File: src/rtl/ieu_exres_stage.sv
// ieu_exres_stage
// Execute-to-Memory result register of the integer execution unit.
// Captures the ALU result, address, destination register and memory /
// writeback control for each Execute entry and hands them to Memory through
// a valid/ready handshake. A 2-entry skid buffer (main + skid) decouples the
// two sides, so ReadyE is a pure function of registered state and never
// depends combinationally on ReadyM.
//
// Ports:
//   clk, reset            - clock, synchronous active-high reset
//   FlushM                - drop all buffered entries (data regs hold)
//   ValidE / ReadyE       - Execute-side handshake
//   ALUResultE, SumE, RdE, RegWriteE, MemRWE - entry payload from Execute
//   ValidM / ReadyM       - Memory-side handshake
//   ResultM, AddrM, RdM   - head entry payload (ungated)
//   RegWriteM, MemRWM     - head control bits, gated by ValidM
//   StallCntM             - saturating count of cycles with ValidE & ~ReadyE
module ieu_exres_stage #(
  parameter int XLEN  = 64,
  parameter int WIDTH = XLEN,
  parameter int RDW   = 5,
  parameter int CNTW  = 16
) (
  input  logic             clk,
  input  logic             reset,
  input  logic             FlushM,
  input  logic             ValidE,
  output logic             ReadyE,
  input  logic [WIDTH-1:0] ALUResultE,
  input  logic [WIDTH-1:0] SumE,
  input  logic [RDW-1:0]   RdE,
  input  logic             RegWriteE,
  input  logic [1:0]       MemRWE,
  output logic             ValidM,
  input  logic             ReadyM,
  output logic [WIDTH-1:0] ResultM,
  output logic [WIDTH-1:0] AddrM,
  output logic [RDW-1:0]   RdM,
  output logic             RegWriteM,
  output logic [1:0]       MemRWM,
  output logic [CNTW-1:0]  StallCntM
);

  typedef struct packed {
    logic [WIDTH-1:0] result;
    logic [WIDTH-1:0] addr;
    logic [RDW-1:0]   rd;
    logic             reg_write;
    logic [1:0]       mem_rw;
  } entry_t;

  typedef enum logic [1:0] {
    EMPTY = 2'b00,
    ONE   = 2'b01,
    FULL  = 2'b10
  } state_t;

  state_t          state_q, state_d;
  entry_t          main_q, main_d;
  entry_t          skid_q, skid_d;
  entry_t          in_entry;
  logic [CNTW-1:0] stall_cnt_q, stall_cnt_d;
  logic            accept;
  logic            pop;

  assign in_entry = {ALUResultE, SumE, RdE, RegWriteE, MemRWE};

  // Handshake readiness comes straight from the occupancy register.
  assign ReadyE = (state_q != FULL);
  assign ValidM = (state_q != EMPTY);
  assign accept = ValidE & ReadyE;
  assign pop    = ValidM & ReadyM;

  assign ResultM   = main_q.result;
  assign AddrM     = main_q.addr;
  assign RdM       = main_q.rd;
  assign RegWriteM = main_q.reg_write & ValidM;
  assign MemRWM    = main_q.mem_rw & {2{ValidM}};
  assign StallCntM = stall_cnt_q;

  always_comb begin
    state_d = state_q;
    main_d  = main_q;
    skid_d  = skid_q;
    if (FlushM) begin
      // Only validity is cleared; payload registers keep their contents.
      state_d = EMPTY;
    end else begin
      case (state_q)
        EMPTY: begin
          if (accept) begin
            main_d  = in_entry;
            state_d = ONE;
          end
        end
        ONE: begin
          if (accept && pop) begin
            main_d = in_entry;
          end else if (accept) begin
            // Head is stuck: park the new entry behind it.
            skid_d  = in_entry;
            state_d = FULL;
          end else if (pop) begin
            state_d = EMPTY;
          end
        end
        FULL: begin
          // ReadyE is low here, so no accept can coincide with the pop.
          if (pop) begin
            main_d  = skid_q;
            state_d = ONE;
          end
        end
        default: begin
          state_d = EMPTY;
        end
      endcase
    end
  end

  always_comb begin
    stall_cnt_d = stall_cnt_q;
    if (ValidE && !ReadyE && (stall_cnt_q != {CNTW{1'b1}})) begin
      stall_cnt_d = stall_cnt_q + CNTW'(1);
    end
  end

  always_ff @(posedge clk) begin
    if (reset) begin
      state_q     <= EMPTY;
      main_q      <= '0;
      skid_q      <= '0;
      stall_cnt_q <= '0;
    end else begin
      state_q     <= state_d;
      main_q      <= main_d;
      skid_q      <= skid_d;
      stall_cnt_q <= stall_cnt_d;
    end
  end

endmodule
File: config.mk
export PLATFORM = sky130hd
export DESIGN_NAME = ieu_exres_stage
export DESIGN_NICKNAME = d
export VERILOG_FILES = /design/src/rtl/ieu_exres_stage.sv
export SDC_FILE = /design/constraint.sdc
export NUM_CORES = 1
export LEC_CHECK = 0
export CORE_ASPECT_RATIO = 1.4
export CORE_UTILIZATION = 46
export DETAILED_ROUTE_END_ITERATION = 10
export GPL_ROUTABILITY_DRIVEN = 0
export HOLD_SLACK_MARGIN = 0.08
export PLACE_DENSITY = 0.77
export SLEW_MARGIN = 20
export SYNTH_ARGS = -nofsm -noshare
export SYNTH_HDL_FRONTEND = slang
export SYNTH_SLANG_ARGS = --single-unit
export TNS_END_PERCENT = 1
File: constraint.sdc
create_clock -name clk -period 1.8 [get_ports clk]
set_clock_uncertainty 0.2 [all_clocks]
set_input_delay 0.45 -clock clk [delete_from_list [all_inputs] [get_ports clk]]
set_output_delay 0.45 -clock clk [all_outputs]
set_load 0.02 [all_outputs]
==> flow_metrics.py, run 1 <==
metrics = {
    "run_status": {
        "status": "finished, violations left",
        "failed_checks": "setup timing",
    },
    "clock_tree": {
        "cts_buffers": 28,
        "htreeDepth": 1,
        "worstSkewPairLatency_ns": 0.55,
        "cts_buffer_depth": 3,
        "cts.clk_slew.worst_paths_ns": 0.06,
        "cts.sinks": 290,
        "cts_tree": "yes",
        "cts_root_buf": "clkbuf_16",
    },
    "setup_path": {
        "r2r-start": "state_q[0]$_SDFFE_PP0P_",
        "cp_slowest_cell": "dfxtp_2",
        "setup.worst_path.start_class": "register",
        "crit_start": "state_q[0]$_SDFFE_PP0P_",
        "reg2reg_to": "StallCntM[13]$_SDFFE_PP0P_",
        "crit_type": "register to output port",
        "cp_data_required_time_ns": 1.15,
        "r2r_cells": 7,
        "crit_chain": "buf_6 -> nand2b_4 -> buf_16 -> buf_8",
        "r2r_slack_ns": -0.21,
        "critical-path-max-stage-delay_ns": 0.33,
        "arrival_ns": 1.38,
        "path_max_fanout": 4,
        "end_kind": "output port",
    },
    "sta": {
        "setup_viol": 161,
        "hold_viol": 0,
        "rsz0062_at_grt": "yes",
        "drv_slew": 0,
        "fmax_ghz": 0.492,
        "setup_ws_ns": -0.232,
        "tightest_slew_ns": 0.457,
        "fin_hold_ws_ns": 0.253,
        "period_share": 1.13,
        "slew_headroom": 0.695,
        "post-route-min-period_ns": 2.03,
    },
    "pwr": {
        "p_int_w": 0.0110,
        "power_switching_w": 0.00373,
        "comb_power_share": 0.137,
        "ir_worst_vdd_uv": 661,
        "p_clk_frac": 0.401,
        "seq_power_share": 0.462,
        "total_power_w": 0.0147,
        "powerDensity_nw_per_um2": 873,
        "swShare": 0.253,
        "leakagePower_nw": 7.14,
    },
    "routing": {
        "wl_per_cell_um": 17.2,
        "drtPass1Iterations": 5,
        "drc": 0,
        "antenna_left": 0,
        "wl_um": 35200,
        "drt-initial-drc-count": 483,
        "vias_per_cell": 5.45,
        "via_count": 11100,
    },
    "cells_and_area": {
        "finalNetCount": 1786,
        "area_growth_pct": 27.6,
        "layout_commonest_cell": "nand2_1",
        "drive_gt1_frac": 0.235,
        "most-common-layout-cells": "nand2_1, a21oi_1, dfxtp_1, clkdlybuf4s50_1, mux2i_1",
        "fin_cells": 2043,
    },
    "logic_synthesis": {
        "yosys.cell_types.count": 45,
        "synth_flop_cell": "dfxtp_1",
        "synth_nets": 1622,
        "yosysWarnings": 0,
        "synth_top_cell_area_share": 0.439,
        "syn_inst": 1480,
        "synth_top_cell_by_area": "dfxtp_1",
        "synth-seq-area-share": 0.439,
        "synth-async-reset-ratio": 0,
        "synth_seq_cells": 290,
        "synth_area_leaders": "dfxtp_1, a21oi_1, mux2i_1, buf_4, nand2_1",
        "synthesis.area_um2": 13200,
        "syn_avg_cell_area_um2": 8.93,
        "synth_edf_count": 0,
    },
    "die": {
        "rows": 73,
        "die_w_um": 145,
        "initial_core_util": 0.467,
        "dieArea_um2": 29400,
        "core-area_um2": 28300,
        "pin_count": 295,
        "die_height_um": 203,
    },
    "hold_path": {
        "hold_path_depth": 2,
        "min_to": "skid_q[65]$_SDFFE_PP0P_",
        "min_path_type": "register to register",
        "hold_path_startpoint": "skid_q[65]$_SDFFE_PP0P_",
    },
    "global_routing": {
        "grt_antenna_before_repair": 8,
        "grt_usage": 0.234,
        "grt_pass1_wl_um": 56500,
        "grt_pass1_vias": 11000,
        "grt_start_max_net_pins": 55,
        "gr-total-overflow": 0,
    },
    "placed_design": {
        "portBuffers": 294,
        "placed_cells_incl_taps": 1984,
        "hpwl_um": 23900,
        "preCtsSetupSlack_ns": -0.621,
    },
    "job": {
        "drv_cap": 0,
    },
}
[registers in the layout, summed over array words and instances (netlist names)]
name	cells
AddrM	64
RdM	5
ResultM	64
StallCntM	16
main_q	3
skid_q	136
state_q	2
[worst max path at each step]
stage,to,slack [ns],depth (start not counted)
2_1_floorplan,AddrM[10]$_SDFFE_PP0P_,-0.02,5
3_3_place_gp,ResultM[45]$_SDFFE_PP0P_,-0.54,8
3_5_place_dp,RdM[2]$_SDFFE_PP0P_,-0.62,8
4_1_cts,ReadyE,-0.25,4
5_1_grt,ReadyE,-0.28,4
6_report,ReadyE,-0.23,4
[power groups by stage]
stage / Combinational (W) / Sequential [W] / Clock [W]
global route: 0.00217 / 0.00682 / 0.00631
CTS: 0.00202 / 0.00679 / 0.00602
floorplan: 0.00136 / 0.00690 / 0
finish: 0.00202 / 0.00679 / 0.00589
global placement: 0.00215 / 0.00694 / 0
detailed placement: 0.00219 / 0.00694 / 0
[cell families after synthesis]
| logic type | after synthesis | share of synthesized area |
|---|---|---|
| simple gates | 331 | 0.105 |
| compound gates | 435 | 0.216 |
| mux | 141 | 0.108 |
| fa+ha+maj | 1 | 0.000947 |
| buf+inv | 281 | 0.131 |
| flops | 290 | 0.439 |
| xor+xnor | 1 | 0.000663 |
[synth_stat cells, types with 2 or more instances]
| library cell | count |
|---|---|
| buf_1 | 8 |
| a21oi_1 | 282 |
| a31oi_1 | 2 |
| buf_6 | 4 |
| mux2_4 | 2 |
| mux2i_1 | 139 |
| a311oi_1 | 116 |
| nor2_1 | 8 |
| dfxtp_1 | 290 |
| o31ai_1 | 3 |
| and3_1 | 4 |
| o21ai_1 | 7 |
| nand2_1 | 278 |
| nand2b_1 | 2 |
| nor2b_1 | 6 |
| buf_2 | 41 |
| nor3_1 | 3 |
| nand4_1 | 4 |
| inv_1 | 7 |
| a311oi_2 | 20 |
| nand3_1 | 6 |
| or3_2 | 6 |
| nand3b_1 | 2 |
| clkbuf_1 | 66 |
| buf_4 | 154 |
[layer usage]
layer	wire, µm	GRT usage
met2	18000	0.418
met4	1510	0.122
met1	13400	0.260
met5	38	0
met3	2210	0.0492
[critical path, delay by kind of cell (launching register included)]
family / cells / cell delay (ns)
and+or+nand+nor: 1 / 0.15
buffers and inverters: 3 / 0.36
DFF: 1 / 0.33
[what timing repair did]
item	CTS	global route
gates cloned	1	0
endpoints found under the setup margin	292	305
hold endpoints to repair	4	0
gates resized for setup	694	29
buffers inserted	3	0
hold buffers	1	0
pin swaps	37	37
[final cells by class]
class	instances	area, µm²
multi-input cells	909	5860
fillers	2434	11500
clock inverters	7	65.1
repair buffers	408	3720
well taps	375	469
clock buffers	42	856
flip-flops and latches	290	5840
inverters	7	33.8
diodes	5	12.5
[metrics by stage]
stage	area, µm²	utilization	TNS [ns]
final	16900	0.595	-5.32
after detailed placement	16300	0.574	-148.71
after global routing	16900	0.595	-33.07
after CTS	16800	0.592	-4.52
after global placement	16300	0.574	-139.76
after floorplan	13200	-	-0.157
Power figures use the tool's default switching activity.
==> inputs of run 2 (changes only) <==
--- a/config.mk
+++ b/config.mk
@@ -10,7 +10,8 @@
 export DETAILED_ROUTE_END_ITERATION = 10
 export GPL_ROUTABILITY_DRIVEN = 0
 export HOLD_SLACK_MARGIN = 0.08
-export PLACE_DENSITY = 0.77
+export PLACE_DENSITY = 0.85
+export REMOVE_ABC_BUFFERS = 1
 export SLEW_MARGIN = 20
 export SYNTH_ARGS = -nofsm -noshare
 export SYNTH_HDL_FRONTEND = slang
==> run 2 against run 1 <==
The flow finishes with violations (DRC, setup timing). Highest routed layer is now met4. Worst hold slack worse by 0.15 ns. Clock power increased by 1%. Routed wire length up 7.0%.
==> flow_metrics.py, run 2 (same netlist as run 1, synthesis figures left out) <==
metrics = {
    "run_status": {
        "status": "finished, violations left",
        "failed_checks": "DRC, setup timing",
    },
    "setup_path": {
        "cp_data_required_time_ns": 2.02,
        "reg2reg_to": "StallCntM[15]$_SDFFE_PP0P_",
        "setup.worst_path.start_class": "register",
        "crit_start": "StallCntM[1]$_SDFFE_PP0P_",
        "r2r_cells": 6,
        "cp_slowest_cell": "o41ai_4",
        "critical-path-max-stage-delay_ns": 0.48,
        "end_kind": "register",
        "crit_chain": "ha_4 -> nand4_4 -> o41ai_4 -> buf_4 -> nor3_4 -> mux2_4",
        "crit_type": "register to register",
        "r2r-start": "StallCntM[1]$_SDFFE_PP0P_",
        "path_max_fanout": 3,
        "arrival_ns": 2.21,
        "r2r_slack_ns": -0.19,
    },
    "clock_tree": {
        "htreeDepth": 1,
        "cts_root_buf": "clkbuf_16",
        "cts_tree": "yes",
        "cts_buffers": 28,
        "worstSkewPairLatency_ns": 0.54,
        "cts.sinks": 290,
        "cts.clk_slew.worst_paths_ns": 0.06,
        "cts_buffer_depth": 3,
    },
    "sta": {
        "hold_viol": 0,
        "fmax_ghz": 0.503,
        "slew_headroom": 0.739,
        "post-route-min-period_ns": 1.99,
        "period_share": 1.11,
        "setup_ws_ns": -0.190,
        "setup_viol": 91,
        "tightest_slew_ns": 0.391,
        "drv_slew": 0,
        "rsz0062_at_grt": "yes",
    },
    "die": {
        "core-area_um2": 28300,
        "dieArea_um2": 29400,
        "pin_count": 295,
        "initial_core_util": 0.467,
        "rows": 73,
        "die_w_um": 145,
        "die_height_um": 203,
    },
    "placed_design": {
        "place_area_um2": 16300,
        "placed_cells_incl_taps": 1989,
        "portBuffers": 294,
        "hpwl_um": 24900,
    },
    "pwr": {
        "ir_worst_vdd_uv": 867,
        "total_power_w": 0.0149,
        "powerDensity_nw_per_um2": 872,
        "leakagePower_nw": 7.24,
    },
    "cells_and_area": {
        "layout_commonest_cell": "nand2_1",
        "final_util": 0.602,
        "stdcell_area_um2": 17000,
        "finalNetCount": 1793,
        "n_fill_cell": 2267,
        "largest_register_ffs": 136,
        "fin_cells": 2047,
        "multi_input_area_um2": 5980,
        "drive_gt1_frac": 0.254,
        "most-common-layout-cells": "nand2_1, dfxtp_1, a21oi_1, mux2i_1, clkdlybuf4s50_1",
        "area_growth_pct": 29.0,
        "max_flop_register": "skid_q",
        "final-seq-area_um2": 5840,
    },
    "job": {
        "drv_cap": 0,
    },
    "routing": {
        "wl_um": 37700,
        "drc": 1,
        "via_count": 11700,
        "wl_per_cell_um": 18.4,
        "vias_per_cell": 5.72,
        "drt-initial-drc-count": 672,
        "antenna_left": 0,
        "drtPass1Iterations": 8,
    },
    "global_routing": {
        "grt_usage": 0.242,
        "grt_antenna_before_repair": 4,
        "grt_start_max_net_pins": 62,
        "grt_pass1_vias": 11600,
        "gr-total-overflow": 0,
        "grt_pass1_wl_um": 58800,
    },
    "hold_path": {
        "hold_path_startpoint": "reset",
        "min_to": "skid_q[62]$_SDFFE_PP0P_",
        "hold_path_depth": 2,
        "min_path_type": "primary input to register",
    },
}
run 2: cell types whose count changed in the layout (fill, tap and decap cells not counted), moves of 3 or more:
cell | before | now
a21oi_1 | 274 | 249
a21oi_2 | 8 | 33
a311oi_1 | 116 | 113
a311oi_2 | 20 | 23
buf_12 | 33 | 38
buf_4 | 57 | 67
buf_6 | 40 | 35
mux2i_1 | 135 | 139
mux2i_2 | 4 | 0
run 2: worst max-delay path: cells and delay by family, from the launching register on:
family                     cells  cell delay, ns
adders and majority gates      1            0.16
and+or+nand+nor                2            0.17
DFF                            1            0.35
buffers and inverters          1            0.21
muxes                          1            0.30
AOI/OAI and AO/OA              1            0.48
run 2: how the worst max path moves through the flow:
stage / endpoint
2_1_floorplan: AddrM[0]$_SDFFE_PP0P_
3_3_place_gp: StallCntM[13]$_SDFFE_PP0P_
3_5_place_dp: AddrM[24]$_SDFFE_PP0P_
4_1_cts: MemRWM[1]
5_1_grt: StallCntM[1]$_SDFFE_PP0P_
6_report: StallCntM[15]$_SDFFE_PP0P_
run 2: area by class of cell:
type	instances	area share
multi-input combinational	909	0.351
timing repair buffer	415	0.222
tap	375	0.0275
clock inverter	7	0.00536
clock buffer	40	0.0491
antenna	4	0.000587
sequential	290	0.342
inverter	7	0.00198
run 2: stage by stage:
step	worst slack (ns)	setup TNS [ns]	hold slack [ns]
after floorplan	-9.28	-2345.78	0.230
after global placement	-0.531	-132.54	0.240
after detailed placement	-0.653	-138.77	0.246
after CTS	-0.184	-3.88	0.0879
after global routing	-0.237	-15.98	0.0943
final	-0.190	-5.09	0.106
run 2: layer usage:
metal / vias up / wire length [µm] / global-route usage
li1: 5488 / - / -
met1: 5596 / 13800 / 0.259
met2: 467 / 19400 / 0.442
met3: 160 / 2040 / 0.0348
met4: 0 / 2420 / 0.159
met5: - / 0 / 0
run 2: timing repair:
action / CTS / global route
endpoints found under the setup margin: 439 / 315
endpoints found under the hold margin: 0 / 0
setup buffers: 1 / 6
gates resized for setup: 692 / 73
hold buffers: 0 / 0
pin swaps: 47 / 34
run 2: report_power, final:
part	internal, W	leakage [nW]	total (W)	switching (W)
Clock	0.00350	0.462	0.00597	0.00248
Sequential	0.00666	2.37	0.00681	0.000152
Combinational	0.000917	4.41	0.00207	0.00115
==> inputs of run 3 (changes only) <==
--- a/config.mk
+++ b/config.mk
@@ -12,6 +12,7 @@
 export HOLD_SLACK_MARGIN = 0.08
 export PLACE_DENSITY = 0.85
 export REMOVE_ABC_BUFFERS = 1
+export SETUP_SLACK_MARGIN = 0.5
 export SLEW_MARGIN = 20
 export SYNTH_ARGS = -nofsm -noshare
 export SYNTH_HDL_FRONTEND = slang
==> run 3 against run 2 <==
The run still ends with DRC, setup timing left. Design area grew 3.5%. Worst hold slack lost 0.0038 ns. Final cell count shrank 0.29%. Die area is the same. Fmax grew 1.7%. First-iteration DRC count shrank 8.9%. Sequential cell count is the same. Clock-buffer cell count is the same. Sequential power grew 0.7%. Highest routed layer unchanged. Power grew 1.5%.
==> flow_metrics.py, run 3 (same netlist as run 1, synthesis figures left out) <==
metrics = {
    "pwr": {
        "leakagePower_nw": 7.35,
        "powerDensity_nw_per_um2": 855,
        "ir_worst_vdd_uv": 890,
    },
    "job": {
        "drv_cap": 0,
    },
    "clock_tree": {
        "cts_tree": "yes",
        "cts_buffer_depth": 3,
        "cts.clk_slew.worst_paths_ns": 0.06,
        "cts_buffers": 28,
        "cts_root_buf": "clkbuf_16",
        "worstSkewPairLatency_ns": 0.54,
        "cts.sinks": 290,
        "htreeDepth": 1,
    },
    "routing": {
        "wl_per_cell_um": 18.4,
        "drtPass1Iterations": 10,
        "antenna_left": 0,
        "drc": 1,
        "drt-initial-drc-count": 612,
        "via_count": 11700,
        "vias_per_cell": 5.71,
        "wl_um": 37600,
    },
    "sta": {
        "period_share": 1.09,
        "setup_ws_ns": -0.157,
        "setup_viol": 87,
        "finalSetupTns_ns": -3.76,
        "tightest_slew_ns": 0.390,
        "fin_hold_ws_ns": 0.102,
        "slew_headroom": 0.740,
        "rsz0062_at_grt": "yes",
        "post-route-min-period_ns": 1.96,
        "hold_viol": 0,
        "drv_slew": 0,
        "fmax_ghz": 0.511,
    },
    "die": {
        "initial_core_util": 0.467,
        "rows": 73,
        "die_height_um": 203,
        "die_w_um": 145,
        "core-area_um2": 28300,
        "pin_count": 295,
        "dieArea_um2": 29400,
    },
    "setup_path": {
        "cp_data_required_time_ns": 1.15,
        "path_max_fanout": 6,
        "r2r-start": "state_q[0]$_SDFFE_PP0P_",
        "crit_chain": "nor2_4 -> nor2b_1 -> buf_2",
        "arrival_ns": 1.31,
        "setup.worst_path.start_class": "register",
        "path_delay_family": "flip-flops",
        "end_kind": "output port",
        "crit_start": "state_q[0]$_SDFFE_PP0P_",
        "cp_slowest_cell": "dfxtp_4",
        "r2r_cells": 6,
        "crit_buf_inv": 1,
        "cp.depth": 3,
        "crit_type": "register to output port",
        "critical-path-max-stage-delay_ns": 0.37,
    },
    "global_routing": {
        "grt_antenna_before_repair": 4,
        "met1_usage": 0.260,
        "grt_pass1_wl_um": 59000,
        "grt_start_max_net_pins": 62,
        "grt_pass1_vias": 11600,
        "use_met3": 0.0369,
        "top_usage_layer": "met2",
        "gr-total-overflow": 0,
        "grt_usage": 0.244,
        "use_met2": 0.442,
    },
    "run_status": {
        "status": "finished, violations left",
        "failed_checks": "DRC, setup timing",
    },
    "placed_design": {
        "preCtsSetupSlack_ns": -0.653,
        "hpwl_um": 24900,
        "portBuffers": 294,
        "place_area_um2": 16300,
    },
    "hold_path": {
        "hold_path_depth": 2,
        "hold_path_startpoint": "reset",
        "min_path_type": "primary input to register",
    },
    "cells_and_area": {
        "drive_gt1_frac": 0.254,
        "area_growth_pct": 33.5,
        "largest_register_ffs": 136,
        "multi_input_area_um2": 5910,
        "layout_commonest_cell": "nand2_1",
        "finalNetCount": 1787,
        "most-common-layout-cells": "nand2_1, a21oi_1, dfxtp_1, mux2i_1, clkdlybuf4s50_1",
        "n_fill_cell": 2172,
        "max_flop_register": "skid_q",
        "final-seq-area_um2": 5870,
        "stdcell_area_um2": 17600,
    },
}
==> run 3: area by class of cell <==
cell class,instances,share of cell area
diodes,4,0.000568
clock buffers,40,0.0475
clock inverters,7,0.00518
inverters,7,0.00192
multi-input cells,909,0.335
flip-flops and latches,290,0.333
well taps,375,0.0266
repair buffers,409,0.250
==> run 3: where the power goes <==
| group | total [W] | switching, W | leakage (nW) | internal, W |
|---|---|---|---|---|
| clock network | 0.00598 | 0.00248 | 0.462 | 0.00350 |
| registers | 0.00686 | 0.000189 | 2.38 | 0.00667 |
| logic | 0.00225 | 0.00115 | 4.50 | 0.00110 |
| total | 0.0151 | 0.00382 | 7.35 | 0.0113 |
==> run 3: timing repair <==
action                     in CTS  in global routing
gates resized for setup       932                 59
hold buffers                    0                  0
pin swaps                      33                 50
setup buffers                   1                  0
setup endpoints to repair     444                444
==> run 3: per-layer routing <==
layer	wire, µm	vias to the layer above
met2	19600	467
met3	1960	156
li1	-	5454
met5	0	-
met4	2450	0
met1	13600	5574
==> run 3: final timing paths <==
kind                                                    to  slack [ns]
worst min-delay path              skid_q[100]$_SDFFE_PP0P_        0.10
worst min register to register     skid_q[15]$_SDFFE_PP0P_        0.25
worst max register to register  StallCntM[13]$_SDFFE_PP0P_       -0.13
worst max-delay path                             RegWriteM       -0.16
==> run 3: stage by stage <==
step,util,power [W],std cells
2_1_floorplan,-,0.00789,1206
3_3_place_gp,0.576,0.00911,1989
3_5_place_dp,0.576,0.00917,1989
4_1_cts,0.616,0.0151,2037
5_1_grt,0.623,0.0156,2041
6_report,0.623,0.0151,2041
==> run 3: worst reg2reg max path: stages, from the launching register on <==
cell     delay [ns]
dfxtp_4        0.37
buf_4          0.13
and3b_1        0.24
o41ai_4        0.10
buf_6          0.16
or4_1          0.48
a21oi_1        0.16
